## src/rtl/mc_ctrl_pkg.sv

```systemverilog
// Shared encodings for the multi-cycle control sequencer: states, opcodes,
// datapath select codes, instruction classes and the per-state control word.
package mc_ctrl_pkg;

  typedef enum logic [2:0] {
    S_IF   = 3'd0,
    S_ID   = 3'd1,
    S_EX   = 3'd2,
    S_MEM  = 3'd3,
    S_WB   = 3'd4,
    S_HALT = 3'd5
  } state_t;

  localparam logic [5:0] OP_RTYPE = 6'h00;
  localparam logic [5:0] OP_LW    = 6'h23;
  localparam logic [5:0] OP_SW    = 6'h2B;
  localparam logic [5:0] OP_BEQ   = 6'h04;
  localparam logic [5:0] OP_J     = 6'h02;

  localparam logic [1:0] PC_SRC_SEQ = 2'd0;
  localparam logic [1:0] PC_SRC_BR  = 2'd1;
  localparam logic [1:0] PC_SRC_JMP = 2'd2;

  localparam logic [1:0] ALUB_REG  = 2'd0;
  localparam logic [1:0] ALUB_FOUR = 2'd1;
  localparam logic [1:0] ALUB_IMM  = 2'd2;

  localparam logic [1:0] ALUOP_ADD   = 2'd0;
  localparam logic [1:0] ALUOP_SUB   = 2'd1;
  localparam logic [1:0] ALUOP_FUNCT = 2'd2;

  // Bit positions of the one-hot instruction class vector.
  localparam int CLS_W   = 7;
  localparam int CL_R    = 0;
  localparam int CL_LW   = 1;
  localparam int CL_SW   = 2;
  localparam int CL_BEQ  = 3;
  localparam int CL_J    = 4;
  localparam int CL_HALT = 5;
  localparam int CL_NOP  = 6;

  typedef struct packed {
    logic       mem_rd;
    logic       mem_we;
    logic       iord;
    logic       reg_we;
    logic       reg_dst;
    logic       mem_to_reg;
    logic [1:0] alu_src_b;
    logic [1:0] alu_op;
    logic       halted;
  } ctrl_t;

  // Control outputs that depend only on the state being entered and the class
  // latched at decode; these are registered one edge ahead.
  function automatic ctrl_t moore_ctrl(input state_t s, input logic [CLS_W-1:0] c);
    ctrl_t w;
    w = '0;
    case (s)
      S_IF: begin
        w.mem_rd    = 1'b1;
        w.alu_src_b = ALUB_FOUR;
        w.alu_op    = ALUOP_ADD;
      end
      S_ID: w.alu_src_b = ALUB_IMM;
      S_EX: begin
        if (c[CL_R]) begin
          w.alu_op = ALUOP_FUNCT;
        end else if (c[CL_LW] || c[CL_SW]) begin
          w.alu_src_b = ALUB_IMM;
          w.alu_op    = ALUOP_ADD;
        end else if (c[CL_BEQ]) begin
          w.alu_op = ALUOP_SUB;
        end
      end
      S_MEM: begin
        w.iord   = 1'b1;
        w.mem_rd = c[CL_LW];
        w.mem_we = c[CL_SW];
      end
      S_WB: begin
        w.reg_we     = 1'b1;
        w.reg_dst    = c[CL_R];
        w.mem_to_reg = c[CL_LW];
      end
      S_HALT: w.halted = 1'b1;
      default: w = '0;
    endcase
    return w;
  endfunction

endpackage

```

## src/rtl/mc_ctrl_decode.sv

```systemverilog
// Opcode-to-class decoder: exactly one bit of cls_o is set for any opcode,
// with every unrecognised opcode falling into the NOP class.
module mc_ctrl_decode
  import mc_ctrl_pkg::*;
#(
  parameter logic [5:0] HALT_OP = 6'h3F
) (
  input  logic [5:0] opcode_i,
  output logic [6:0] cls_o
);

  always_comb begin
    cls_o = '0;
    if (opcode_i == OP_RTYPE) begin
      cls_o[CL_R] = 1'b1;
    end else if (opcode_i == OP_LW) begin
      cls_o[CL_LW] = 1'b1;
    end else if (opcode_i == OP_SW) begin
      cls_o[CL_SW] = 1'b1;
    end else if (opcode_i == OP_BEQ) begin
      cls_o[CL_BEQ] = 1'b1;
    end else if (opcode_i == OP_J) begin
      cls_o[CL_J] = 1'b1;
    end else if (opcode_i == HALT_OP) begin
      cls_o[CL_HALT] = 1'b1;
    end else begin
      cls_o[CL_NOP] = 1'b1;
    end
  end

endmodule

```

## src/rtl/mc_ctrl_fsm.sv

```systemverilog
// Multi-cycle IF/ID/EX/MEM/WB control sequencer for a MIPS-subset datapath.
// Stalls on mem_ready in fetch and memory states; HALT_OP parks it until reset.
module mc_ctrl_fsm
  import mc_ctrl_pkg::*;
#(
  parameter logic [2:0] RESET_STATE = 3'd0,
  parameter logic [5:0] HALT_OP     = 6'h3F
) (
  input  logic       clk_i,
  input  logic       rst_i,
  input  logic [5:0] opcode_i,
  input  logic [5:0] funct_i,
  input  logic       zero_i,
  input  logic       mem_ready_i,
  output logic       pc_we_o,
  output logic [1:0] pc_src_o,
  output logic       ir_we_o,
  output logic       mem_rd_o,
  output logic       mem_we_o,
  output logic       iord_o,
  output logic       reg_we_o,
  output logic       reg_dst_o,
  output logic       mem_to_reg_o,
  output logic [1:0] alu_src_b_o,
  output logic [1:0] alu_op_o,
  output logic [2:0] state_o,
  output logic       retire_o,
  output logic       halted_o
);

  state_t            state_q, state_d;
  logic [CLS_W-1:0]  cls_q, cls_d, cls_dec;
  ctrl_t             ctrl_q, ctrl_d;
  logic              pc_we_c, ir_we_c, retire_c;
  logic [1:0]        pc_src_c;
  logic              unused_funct;

  // funct is decoded by the ALU control, not by the sequencer.
  assign unused_funct = ^funct_i;

  mc_ctrl_decode #(.HALT_OP(HALT_OP)) u_decode (
    .opcode_i (opcode_i),
    .cls_o    (cls_dec)
  );

  assign cls_d = (state_q == S_ID) ? cls_dec : cls_q;

  always_comb begin
    state_d = state_q;
    case (state_q)
      S_IF:   if (mem_ready_i) state_d = S_ID;
      S_ID: begin
        if (cls_d[CL_J] || cls_d[CL_NOP]) state_d = S_IF;
        else if (cls_d[CL_HALT])          state_d = S_HALT;
        else                              state_d = S_EX;
      end
      S_EX: begin
        if (cls_d[CL_R])                      state_d = S_WB;
        else if (cls_d[CL_LW] || cls_d[CL_SW]) state_d = S_MEM;
        else                                  state_d = S_IF;
      end
      S_MEM: begin
        if (cls_d[CL_LW]) begin
          if (mem_ready_i) state_d = S_WB;
        end else if (cls_d[CL_SW]) begin
          if (mem_ready_i) state_d = S_IF;
        end else begin
          state_d = S_IF;
        end
      end
      S_WB:   state_d = S_IF;
      S_HALT: state_d = S_HALT;
      default: state_d = S_IF;
    endcase
  end

  assign ctrl_d = moore_ctrl(state_d, cls_d);

  // Handshake- and flag-dependent strobes stay combinational.
  always_comb begin
    pc_we_c  = 1'b0;
    pc_src_c = PC_SRC_SEQ;
    ir_we_c  = 1'b0;
    retire_c = 1'b0;
    case (state_q)
      S_IF: begin
        ir_we_c = mem_ready_i;
        pc_we_c = mem_ready_i;
      end
      S_ID: begin
        if (cls_d[CL_J]) begin
          pc_we_c  = 1'b1;
          pc_src_c = PC_SRC_JMP;
        end
        retire_c = cls_d[CL_J] | cls_d[CL_NOP];
      end
      S_EX: begin
        if (cls_d[CL_BEQ]) begin
          retire_c = 1'b1;
          if (zero_i) begin
            pc_we_c  = 1'b1;
            pc_src_c = PC_SRC_BR;
          end
        end
      end
      S_MEM:   retire_c = cls_d[CL_SW] & mem_ready_i;
      S_WB:    retire_c = 1'b1;
      default: retire_c = 1'b0;
    endcase
  end

  always_ff @(posedge clk_i or posedge rst_i) begin
    if (rst_i) begin
      state_q <= state_t'(RESET_STATE);
      cls_q   <= '0;
      ctrl_q  <= moore_ctrl(state_t'(RESET_STATE), '0);
    end else begin
      state_q <= state_d;
      cls_q   <= cls_d;
      ctrl_q  <= ctrl_d;
    end
  end

  // Everything except the state is forced low while reset is held.
  assign state_o      = state_q;
  assign pc_we_o      = pc_we_c  & ~rst_i;
  assign pc_src_o     = pc_src_c & {2{~rst_i}};
  assign ir_we_o      = ir_we_c  & ~rst_i;
  assign retire_o     = retire_c & ~rst_i;
  assign mem_rd_o     = ctrl_q.mem_rd     & ~rst_i;
  assign mem_we_o     = ctrl_q.mem_we     & ~rst_i;
  assign iord_o       = ctrl_q.iord       & ~rst_i;
  assign reg_we_o     = ctrl_q.reg_we     & ~rst_i;
  assign reg_dst_o    = ctrl_q.reg_dst    & ~rst_i;
  assign mem_to_reg_o = ctrl_q.mem_to_reg & ~rst_i;
  assign alu_src_b_o  = ctrl_q.alu_src_b  & {2{~rst_i}};
  assign alu_op_o     = ctrl_q.alu_op     & {2{~rst_i}};
  assign halted_o     = ctrl_q.halted     & ~rst_i;

endmodule

```

## config.mk

```make
export PLATFORM = sky130hd
export DESIGN_NAME = mc_ctrl_fsm
export DESIGN_NICKNAME = d
export VERILOG_FILES = /design/src/rtl/mc_ctrl_pkg.sv /design/src/rtl/mc_ctrl_decode.sv /design/src/rtl/mc_ctrl_fsm.sv
export SDC_FILE = /design/constraint.sdc
export NUM_CORES = 1
export LEC_CHECK = 0
export CAP_MARGIN = 25
export CORE_UTILIZATION = 44
export DETAILED_ROUTE_END_ITERATION = 6
export PLACE_DENSITY = 0.75
export SYNTH_ARGS = -nofsm -noshare
export SYNTH_HDL_FRONTEND = slang
export SYNTH_HIERARCHICAL = 1
export SYNTH_SLANG_ARGS = --single-unit
```

## constraint.sdc

```tcl
create_clock -name clk_i -period 2.3 [get_ports clk_i]
set_clock_uncertainty 0.15 [all_clocks]
set_input_delay 0.23 -clock clk_i [delete_from_list [all_inputs] [get_ports clk_i]]
set_output_delay 0.23 -clock clk_i [all_outputs]
set_load 0.02 [all_outputs]
```

==> results of run 1 <==
state kept, by name, summed over array words and instances (netlist names):
name     count
state_o      3
cls_q        4
ctrl_q      11
per-stage QoR:
step	setup TNS [ns]	util, %
floorplan	0	-
global placement	-2.56	71.4
detailed placement	-3.12	71.4
CTS	-0.0899	74.0
global route	-0.0108	75.4
finish	0	75.4
power by group:
| part | internal (W) | switching [W] |
|---|---|---|
| Sequential | 0.000327 | 0.00000762 |
| Combinational | 0.0000737 | 0.0000691 |
| Clock | 0.0000965 | 0.000100 |
| Total | 0.000497 | 0.000177 |
logic make-up (layout without fill, tap and decap cells):
group	after synthesis	after routing	synth area share [%]
AO/OA/AOI/OAI	11	11	7.45
buffers and inverters	11	64	5.58
flip-flops	18	18	44.9
multiplexers	7	7	7.82
AND/OR/NAND/NOR	55	55	34.2
layout make-up:
class,instances,area (um2),area share [%]
inverter,7,26.3,1.69
clock buffer,4,36.3,2.33
multi-input combinational,73,544,35.0
timing repair buffer,53,460,29.6
sequential,18,454,29.2
tap,27,33.8,2.17
routing by layer:
metal | up-vias | routed length, um
met4 | 0 | 37
met5 | - | 0
met3 | 5 | 94
li1 | 460 | -
met1 | 459 | 1210
met2 | 29 | 1370
how the worst max path moves through the flow:
stage / from / end / slack [ns] / cells past startpoint
global placement: opcode_i[0] / retire_o / -0.80 / 8
detailed placement: opcode_i[0] / retire_o / -0.81 / 8
finish: opcode_i[3] / retire_o / 0.06 / 8
CTS: opcode_i[3] / retire_o / -0.07 / 8
floorplan: opcode_i[0] / retire_o / 0.08 / 6
global route: opcode_i[5] / retire_o / -0.01 / 8
worst max-delay path, cell delays in order:
cell and delay (ns):
buf_2 0.11, or4_4 0.54, nor3b_4 0.23, o21bai_1 0.10, mux2_4 0.26, o22a_1 0.17, nor2_1 0.09, buf_4 0.14
what timing repair did:
| action | 4_1_cts | 5_1_grt |
|---|---|---|
| endpoints found under the setup margin | 4 | 5 |
| buffers inserted | 1 | 1 |
| pin swaps | 6 | 7 |
| hold buffers | 0 | 0 |
| gates resized for setup | 23 | 16 |
cell usage in the layout, fill, tap and decap left out, drive strengths merged, types with 2 or more instances in the layout:
| cell | synthesis | layout |
|---|---|---|
| dlymetal6s2s | 0 | 4 |
| nand2b | 2 | 2 |
| nand3 | 3 | 3 |
| dfstp | 2 | 2 |
| nor2 | 8 | 8 |
| dfrtp | 16 | 16 |
| clkdlybuf4s50 | 0 | 17 |
| a21oi | 2 | 2 |
| mux2i | 3 | 3 |
| nand4 | 3 | 3 |
| clkbuf | 1 | 6 |
| nor3b | 5 | 5 |
| inv | 7 | 7 |
| nor2b | 16 | 16 |
| nor3 | 4 | 4 |
| mux2 | 4 | 4 |
| nand2 | 7 | 7 |
| o21ai | 2 | 2 |
| buf | 3 | 29 |
==> flow_metrics.py, run 1 <==
metrics = {
    "status": {
        "outcome": "complete, no violations",
    },
    "grt": {
        "grt_pass1_vias": 978,
        "antenna_found_initial": 0,
        "track_usage_pct": 23.4,
        "grt_util_met2_pct": 41.0,
        "grtUsageMet3_pct": 4.32,
        "overflow": 0,
        "grt_pass1_wl_um": 4310,
        "grt_max_degree": 12,
        "use_met1_pct": 28.4,
        "top_usage_layer": "met2",
    },
    "finish": {
        "diodes": 0,
        "finalNonFillerCells": 182,
        "drive_above_1_share_pct": 33.5,
        "layout.nets": 172,
        "design_area_um2": 1560,
        "areaGrowthSynthToFinish_pct": 54.2,
        "fillCellCount": 155,
    },
    "sta": {
        "min_period_ns": 2.24,
        "fin_crit_sh_pct": 97.5,
        "setup_viol": 0,
        "slew_headroom_pct": 72.1,
        "rsz0062_at_grt": "yes",
        "hold_viol_final": 0,
        "max_freq_mhz": 446,
        "setup_slack_ns": 0.0574,
        "holdWs_ns": 0.342,
        "slew_violations": 0,
        "tightest_slew_ns": 0.406,
    },
    "logic_synthesis": {
        "synthFlopType": "dfrtp_1",
        "syn_area_um2": 1010,
        "synth_top_area_share_pct": 39.7,
        "ys_top_cells_by_count": "16 x dfrtp_1, 16 x nor2b_1, 8 x nor2_1",
        "yosysSeqAreaShare_pct": 44.9,
        "yosysTopAreaCell": "dfrtp_1",
        "synth_nets": 118,
        "synth_edf_count": 0,
        "synthDistinctLibCells": 38,
        "synth-async-reset-ratio_pct": 100,
        "synth_area_leaders": "dfrtp_1 40%, nor2b_1 9.9%, dfstp_2 5.2%, mux2i_1 3.0%, nor2_1 3.0%",
        "syn_inst": 102,
        "syn_area_per_cell_um2": 9.89,
        "yosys_warnings": 6,
        "synth-seq-cells": 18,
    },
    "place": {
        "io_buffers": 28,
        "placed_cells": 176,
        "placed_cell_area_um2": 1470,
        "post-dp-hpwl_um": 2020,
        "preCtsSetupSlack_ns": -0.811,
        "place.gp.congestion": 0.838,
    },
    "worst_setup_path": {
        "endpoint_kind": "primary output",
        "r2r-end": "ctrl_q[4]",
        "critical_path_arrival_ns": 1.86,
        "startpoint_type": "input pin",
        "crit_type": "in2out",
        "ff2ff_setup_slack_ns": 0.23,
        "cp_max_fo": 3,
        "required_ns": 1.92,
        "reg2reg_depth": 6,
        "regToRegStartpoint": "state_o[1]",
    },
    "floorplanning": {
        "start_util_pct": 48.9,
        "die_w_um": 49.9,
        "row_count": 16,
        "core_area_um2": 2060,
        "dieHeight_um": 49.9,
        "die_area_um2": 2490,
        "ioPinCount": 35,
    },
    "power": {
        "vdd_drop_max_mv": 0.381,
        "power_w": 0.000674,
        "total_leakage_power_nw": 0.777,
        "powerDensity_nw_per_um2": 434,
    },
    "routing": {
        "routedWlPerCell_um": 14.9,
        "dr_total_vias": 953,
        "ant_nets": 0,
        "firstDrtPassIters": 4,
        "avgViaCountPerCell": 5.24,
        "drc": 0,
        "first_iter_violations": 28,
        "wirelength_um": 2720,
    },
    "run": {
        "drv_cap": 0,
    },
    "worst_hold_path": {
        "hp-class": "in2async",
    },
    "clock_network": {
        "cts_sinks": 18,
        "htreeDepth": 1,
        "cts.clk_slew.worst_paths_ns": 0.11,
        "root_buffer": "clkbuf_4",
        "clock_latency_ns": 0.30,
        "cts.path.max_buffers": 2,
        "cts_made_buffers": 3,
        "cts_tree": "built",
    },
}
No activity file was read; power rests on OpenSTA's default activity.
==> run 2: changes to the inputs <==
--- a/config.mk
+++ b/config.mk
@@ -6,10 +6,9 @@
 export NUM_CORES = 1
 export LEC_CHECK = 0
 export CAP_MARGIN = 25
-export CORE_UTILIZATION = 44
+export CORE_UTILIZATION = 43
 export DETAILED_ROUTE_END_ITERATION = 6
-export PLACE_DENSITY = 0.75
+export PLACE_DENSITY = 0.74
 export SYNTH_ARGS = -nofsm -noshare
 export SYNTH_HDL_FRONTEND = slang
-export SYNTH_HIERARCHICAL = 1
 export SYNTH_SLANG_ARGS = --single-unit
==> flow_metrics.py, run 2 <==
metrics = {
    "run": {
        "drv_cap": 0,
    },
    "floorplanning": {
        "die_w_um": 49.8,
        "ioPinCount": 35,
        "dieHeight_um": 49.8,
        "die_area_um2": 2480,
        "start_util_pct": 47.7,
        "row_count": 16,
        "core_area_um2": 2060,
    },
    "clock_network": {
        "post-cts-setup-buffers": 0,
        "cts_resized": 7,
        "cts.path.max_buffers": 2,
        "htreeDepth": 1,
        "root_buffer": "clkbuf_4",
        "clock_latency_ns": 0.30,
        "cts_tree": "built",
        "hold_buffers": 0,
        "cts_made_buffers": 3,
        "cts.clk_slew.worst_paths_ns": 0.10,
        "cts_sinks": 18,
    },
    "logic_synthesis": {
        "synth-seq-cells": 18,
        "synth_edf_count": 0,
        "synth_nets": 114,
        "ys_top_cells_by_count": "16 x dfrtp_1, 12 x nor2b_1, 10 x a21oi_1",
        "synth_top_area_share_pct": 40.7,
        "syn_area_um2": 983,
        "synthDistinctLibCells": 31,
        "synth-async-reset-ratio_pct": 100,
        "yosys_warnings": 0,
        "synth_area_leaders": "dfrtp_1 41%, nor2b_1 7.6%, dfstp_2 5.3%, a21oi_1 5.1%, buf_6 3.4%",
        "synthFlopType": "dfrtp_1",
        "syn_inst": 98,
        "yosysSeqAreaShare_pct": 46.1,
        "yosysMostFrequentCell": "dfrtp_1",
        "syn_area_per_cell_um2": 10.0,
        "yosysTopAreaCell": "dfrtp_1",
    },
    "power": {
        "p_clk_share_pct": 29.3,
        "p_seq_share_pct": 49.0,
        "vdd_drop_max_mv": 0.341,
        "total_leakage_power_nw": 0.714,
        "p_switching_w": 0.000180,
        "power.share.switching_pct": 26.7,
        "intPower_w": 0.000494,
        "pwr-share-comb_pct": 21.6,
        "powerDensity_nw_per_um2": 471,
    },
    "sta": {
        "slew_headroom_pct": 54.4,
        "setup_slack_ns": 0.108,
        "setup_viol": 0,
        "slew_violations": 0,
        "rsz0062_at_grt": "no",
        "tightest_slew_ns": 0.683,
        "hold_viol_final": 0,
        "fin_crit_sh_pct": 95.3,
        "fin_setup_tns_ns": 0,
        "min_period_ns": 2.19,
        "max_freq_mhz": 456,
    },
    "worst_setup_path": {
        "endpoint_kind": "primary output",
        "crit_type": "reg2out",
        "required_ns": 1.92,
        "startpoint_type": "flop",
        "cp_max_fo": 8,
        "critical_path_arrival_ns": 1.81,
    },
    "worst_hold_path": {
        "hp-class": "reg2reg",
    },
    "grt": {
        "antenna_found_initial": 0,
        "use_met1_pct": 28.0,
        "grtUsageMet3_pct": 4.32,
        "top_usage_layer": "met2",
        "grt_pass1_wl_um": 4180,
        "track_usage_pct": 23.4,
        "overflow": 0,
        "grt_max_degree": 19,
        "grt_util_met2_pct": 38.1,
        "grt_pass1_vias": 912,
    },
    "finish": {
        "final_cell_mix": "24 x clkdlybuf4s50_1, 19 x buf_4, 16 x dfrtp_1, 12 x nor2b_1, 10 x a21oi_1",
        "areaGrowthSynthToFinish_pct": 45.5,
        "drive_above_1_share_pct": 26.6,
        "final_common_cell": "clkdlybuf4s50_1",
        "layout.nets": 160,
        "design_area_um2": 1430,
        "top_register": "ctrl_q",
        "largest_reg_flops": 11,
        "diodes": 0,
    },
    "place": {
        "placed_cell_area_um2": 1390,
        "preCtsSetupSlack_ns": -0.180,
        "io_buffers": 28,
        "place.gp.congestion": 0.835,
        "post-dp-hpwl_um": 1880,
    },
    "routing": {
        "wirelength_um": 2460,
        "dr_total_vias": 929,
        "drc": 0,
        "first_iter_violations": 46,
        "firstDrtPassIters": 4,
        "routedWlPerCell_um": 14.5,
        "ant_nets": 0,
        "avgViaCountPerCell": 5.46,
    },
    "status": {
        "outcome": "complete, no violations",
    },
}
[run 2: final cells by class]
cell class	count	area (um2)
Fill cell	173	631
Tap cell	27	33.8
Multi-Input combinational cell	68	475
Sequential cell	18	453
Clock buffer	4	36.3
Timing Repair Buffer	47	410
Inverter	6	22.5
[run 2: cell families (layout without fill, tap and decap cells)]
| family | after synthesis | after routing | share of synthesized area, % |
|---|---|---|---|
| AND/OR/NAND/NOR | 46 | 46 | 29.9 |
| AO/OA/AOI/OAI | 22 | 22 | 17.0 |
| flip-flops | 18 | 18 | 46.1 |
| buffers and inverters | 12 | 57 | 7.00 |
[run 2: routing by layer]
layer  up-vias  part of all wire (%)  wire (um)
met3        10                   4.8        117
met1       442                    42       1030
li1        434                     -          -
met2        43                    51       1260
met4         0                   2.5         61
met5         -                     0          0
[run 2: power by group through the flow]
stage	clock, W	combinational [W]	sequential [W]
floorplan	0	0.0000711	0.000339
global placement	0	0.000139	0.000336
detailed placement	0	0.000144	0.000337
CTS	0.000204	0.000145	0.000331
global route	0.000220	0.000159	0.000332
finish	0.000197	0.000146	0.000330
[run 2: metrics by stage]
stage	power [W]	util, %	hold slack (ns)	std cells
final	0.000674	69.4	0.376	170
after global routing	0.000710	69.4	0.406	170
after CTS	0.000679	69.5	0.383	170
after detailed placement	0.000480	67.6	0.352	166
after global placement	0.000476	67.6	0.342	166
after floorplan	0.000410	-	0.146	98
[run 2: critical path, cell delays in order, from the launching register on]
cell,delay [ns]
dfrtp_1,0.41
buf_4,0.17
nor3_1,0.17
and3_1,0.17
clkdlybuf4s50_1,0.60
[run 2: final timing paths]
path	slack [ns]	to	from	depth (start not counted)
worst max-delay path	0.11	ir_we_o	state_o[2]	4
worst min-delay path	0.38	cls_q[0]	cls_q[0]	1
worst min register to register	0.38	cls_q[0]	cls_q[0]	1
min in group asynchronous	0.54	cls_q[1]	rst_i	3
worst max register to register	0.55	ctrl_q[10]	state_o[0]	5
max in group asynchronous	1.03	cls_q[3]	rst_i	3
==> run 3: changes to the inputs <==
==> constraint.sdc (replaced) <==
create_clock -name clk_i -period 2.1 [get_ports clk_i]
set_clock_uncertainty 0.15 [all_clocks]
set_input_delay 0.21 -clock clk_i [delete_from_list [all_inputs] [get_ports clk_i]]
set_output_delay 0.21 -clock clk_i [all_outputs]
set_load 0.02 [all_outputs]
==> flow_metrics.py, run 3 (same netlist as run 2, synthesis figures left out) <==
metrics = {
    "worst_setup_path": {
        "r2r-end": "ctrl_q[10]",
        "ff2ff_setup_slack_ns": 0.34,
        "required_ns": 1.74,
        "startpoint_type": "flop",
        "reg2reg_depth": 5,
        "cp_max_fo": 4,
        "setup.worst_path.end": "pc_we_o",
        "crit_type": "reg2out",
        "crit_start": "state_o[2]",
        "critical_path_arrival_ns": 1.69,
        "endpoint_kind": "primary output",
        "regToRegStartpoint": "state_o[0]",
    },
    "sta": {
        "setup_viol": 0,
        "tightest_slew_ns": 0.387,
        "fin_crit_sh_pct": 97.4,
        "slew_violations": 0,
        "hold_viol_final": 0,
        "max_freq_mhz": 489,
        "min_period_ns": 2.05,
        "slew_headroom_pct": 74.2,
        "rsz0062_at_grt": "yes",
    },
    "routing": {
        "routedWlPerCell_um": 14.8,
        "dr_total_vias": 935,
        "ant_nets": 0,
        "first_iter_violations": 31,
        "drc": 0,
        "firstDrtPassIters": 4,
        "avgViaCountPerCell": 5.37,
        "wirelength_um": 2580,
    },
    "floorplanning": {
        "die_area_um2": 2480,
        "row_count": 16,
        "core_area_um2": 2060,
        "dieHeight_um": 49.8,
        "ioPinCount": 35,
        "start_util_pct": 47.7,
        "die_w_um": 49.8,
    },
    "power": {
        "powerDensity_nw_per_um2": 501,
        "p_switching_w": 0.000194,
        "p_seq_share_pct": 49.0,
        "pwr-share-comb_pct": 22.7,
        "total_leakage_power_nw": 0.734,
        "intPower_w": 0.000545,
        "power.share.switching_pct": 26.2,
        "p_clk_share_pct": 28.3,
        "vdd_drop_max_mv": 0.370,
    },
    "grt": {
        "grt_pass1_vias": 949,
        "overflow": 0,
        "grt_max_degree": 13,
        "grt_pass1_wl_um": 4260,
        "track_usage_pct": 23.5,
        "antenna_found_initial": 0,
    },
    "run": {
        "drv_cap": 0,
    },
    "finish": {
        "finalNonFillerCells": 174,
        "areaGrowthSynthToFinish_pct": 50.0,
        "final_common_cell": "buf_4",
        "layout.nets": 164,
        "postLayoutCoreUtil_pct": 71.5,
        "top_register": "ctrl_q",
        "drive_above_1_share_pct": 30.6,
        "final_cell_mix": "25 x buf_4, 22 x clkdlybuf4s50_1, 16 x dfrtp_1, 12 x nor2b_1, 8 x a21oi_1",
        "fillCellCount": 170,
        "register_area_um2": 453,
        "diodes": 0,
        "design_area_um2": 1480,
        "multi_input_area_um2": 487,
        "largest_reg_flops": 11,
    },
    "place": {
        "io_buffers": 28,
        "placed_cells": 170,
        "placed_cell_area_um2": 1430,
        "place.gp.congestion": 0.810,
        "post-dp-hpwl_um": 1950,
    },
    "clock_network": {
        "cts_tree": "built",
        "cts_made_buffers": 3,
        "cts.path.max_buffers": 2,
        "htreeDepth": 1,
        "post-cts-setup-buffers": 0,
        "cts.clk_slew.worst_paths_ns": 0.10,
        "clock_latency_ns": 0.29,
        "cts_sinks": 18,
        "root_buffer": "clkbuf_4",
    },
    "worst_hold_path": {
        "min_path_cells": 4,
        "hp-class": "in2reg",
    },
    "status": {
        "outcome": "complete, no violations",
    },
}
-- run 3: per-layer routing --
metal  routed length [um]  vias up  GRT usage, %
met1                  989      426          26.9
li1                     -      441             -
met4                   79        0          11.0
met2                 1330       58          42.1
met3                  177       10          4.01
met5                    0        -             0
-- run 3: through the flow --
stage	setup TNS (ns)	total power (W)	setup WS (ns)	hold WS, ns
after floorplan	0	0.000450	0.0106	0.126
after global placement	-0.568	0.000526	-0.320	0.336
after detailed placement	-0.716	0.000532	-0.381	0.341
after CTS	-0.00390	0.000739	-0.00390	0.311
after global routing	-0.0661	0.000773	-0.0396	0.230
final	0	0.000739	0.0540	0.228
-- run 3: what timing repair did --
item                       4_1_cts  5_1_grt
hold buffers                     0        0
gates resized for setup         17        5
setup endpoints to repair        5        3
pin swaps                        1        1
-- run 3: cell type report --
type | instances | area share, %
multi-input combinational | 68 | 33.0
tap | 27 | 2.29
sequential | 18 | 30.7
clock buffer | 4 | 2.46
timing repair buffer | 51 | 30.0
inverter | 6 | 1.53
-- run 3: worst max-delay path: stages, from the launching register on --
cell and delay [ns]:
dfrtp_1 0.39, or3b_4 0.43, nor3_4 0.16, nand3_2 0.13
a21oi_2 0.14, buf_4 0.15
-- run 3: power groups by stage --
stage | combinational [W] | clock, W | sequential [W]
after global placement | 0.000158 | 0 | 0.000368
after floorplan | 0.0000788 | 0 | 0.000371
after global routing | 0.000181 | 0.000229 | 0.000364
after CTS | 0.000165 | 0.000213 | 0.000362
after detailed placement | 0.000163 | 0 | 0.000369
final | 0.000168 | 0.000209 | 0.000362
-- run 3: worst min-delay path by stage --
stage | startpoint | to
6_report | opcode_i[5] | ctrl_q[2]
2_1_floorplan | opcode_i[4] | ctrl_q[2]
3_5_place_dp | cls_q[0] | cls_q[0]
3_3_place_gp | cls_q[0] | cls_q[0]
5_1_grt | opcode_i[5] | ctrl_q[2]
4_1_cts | rst_i | ctrl_q[5]
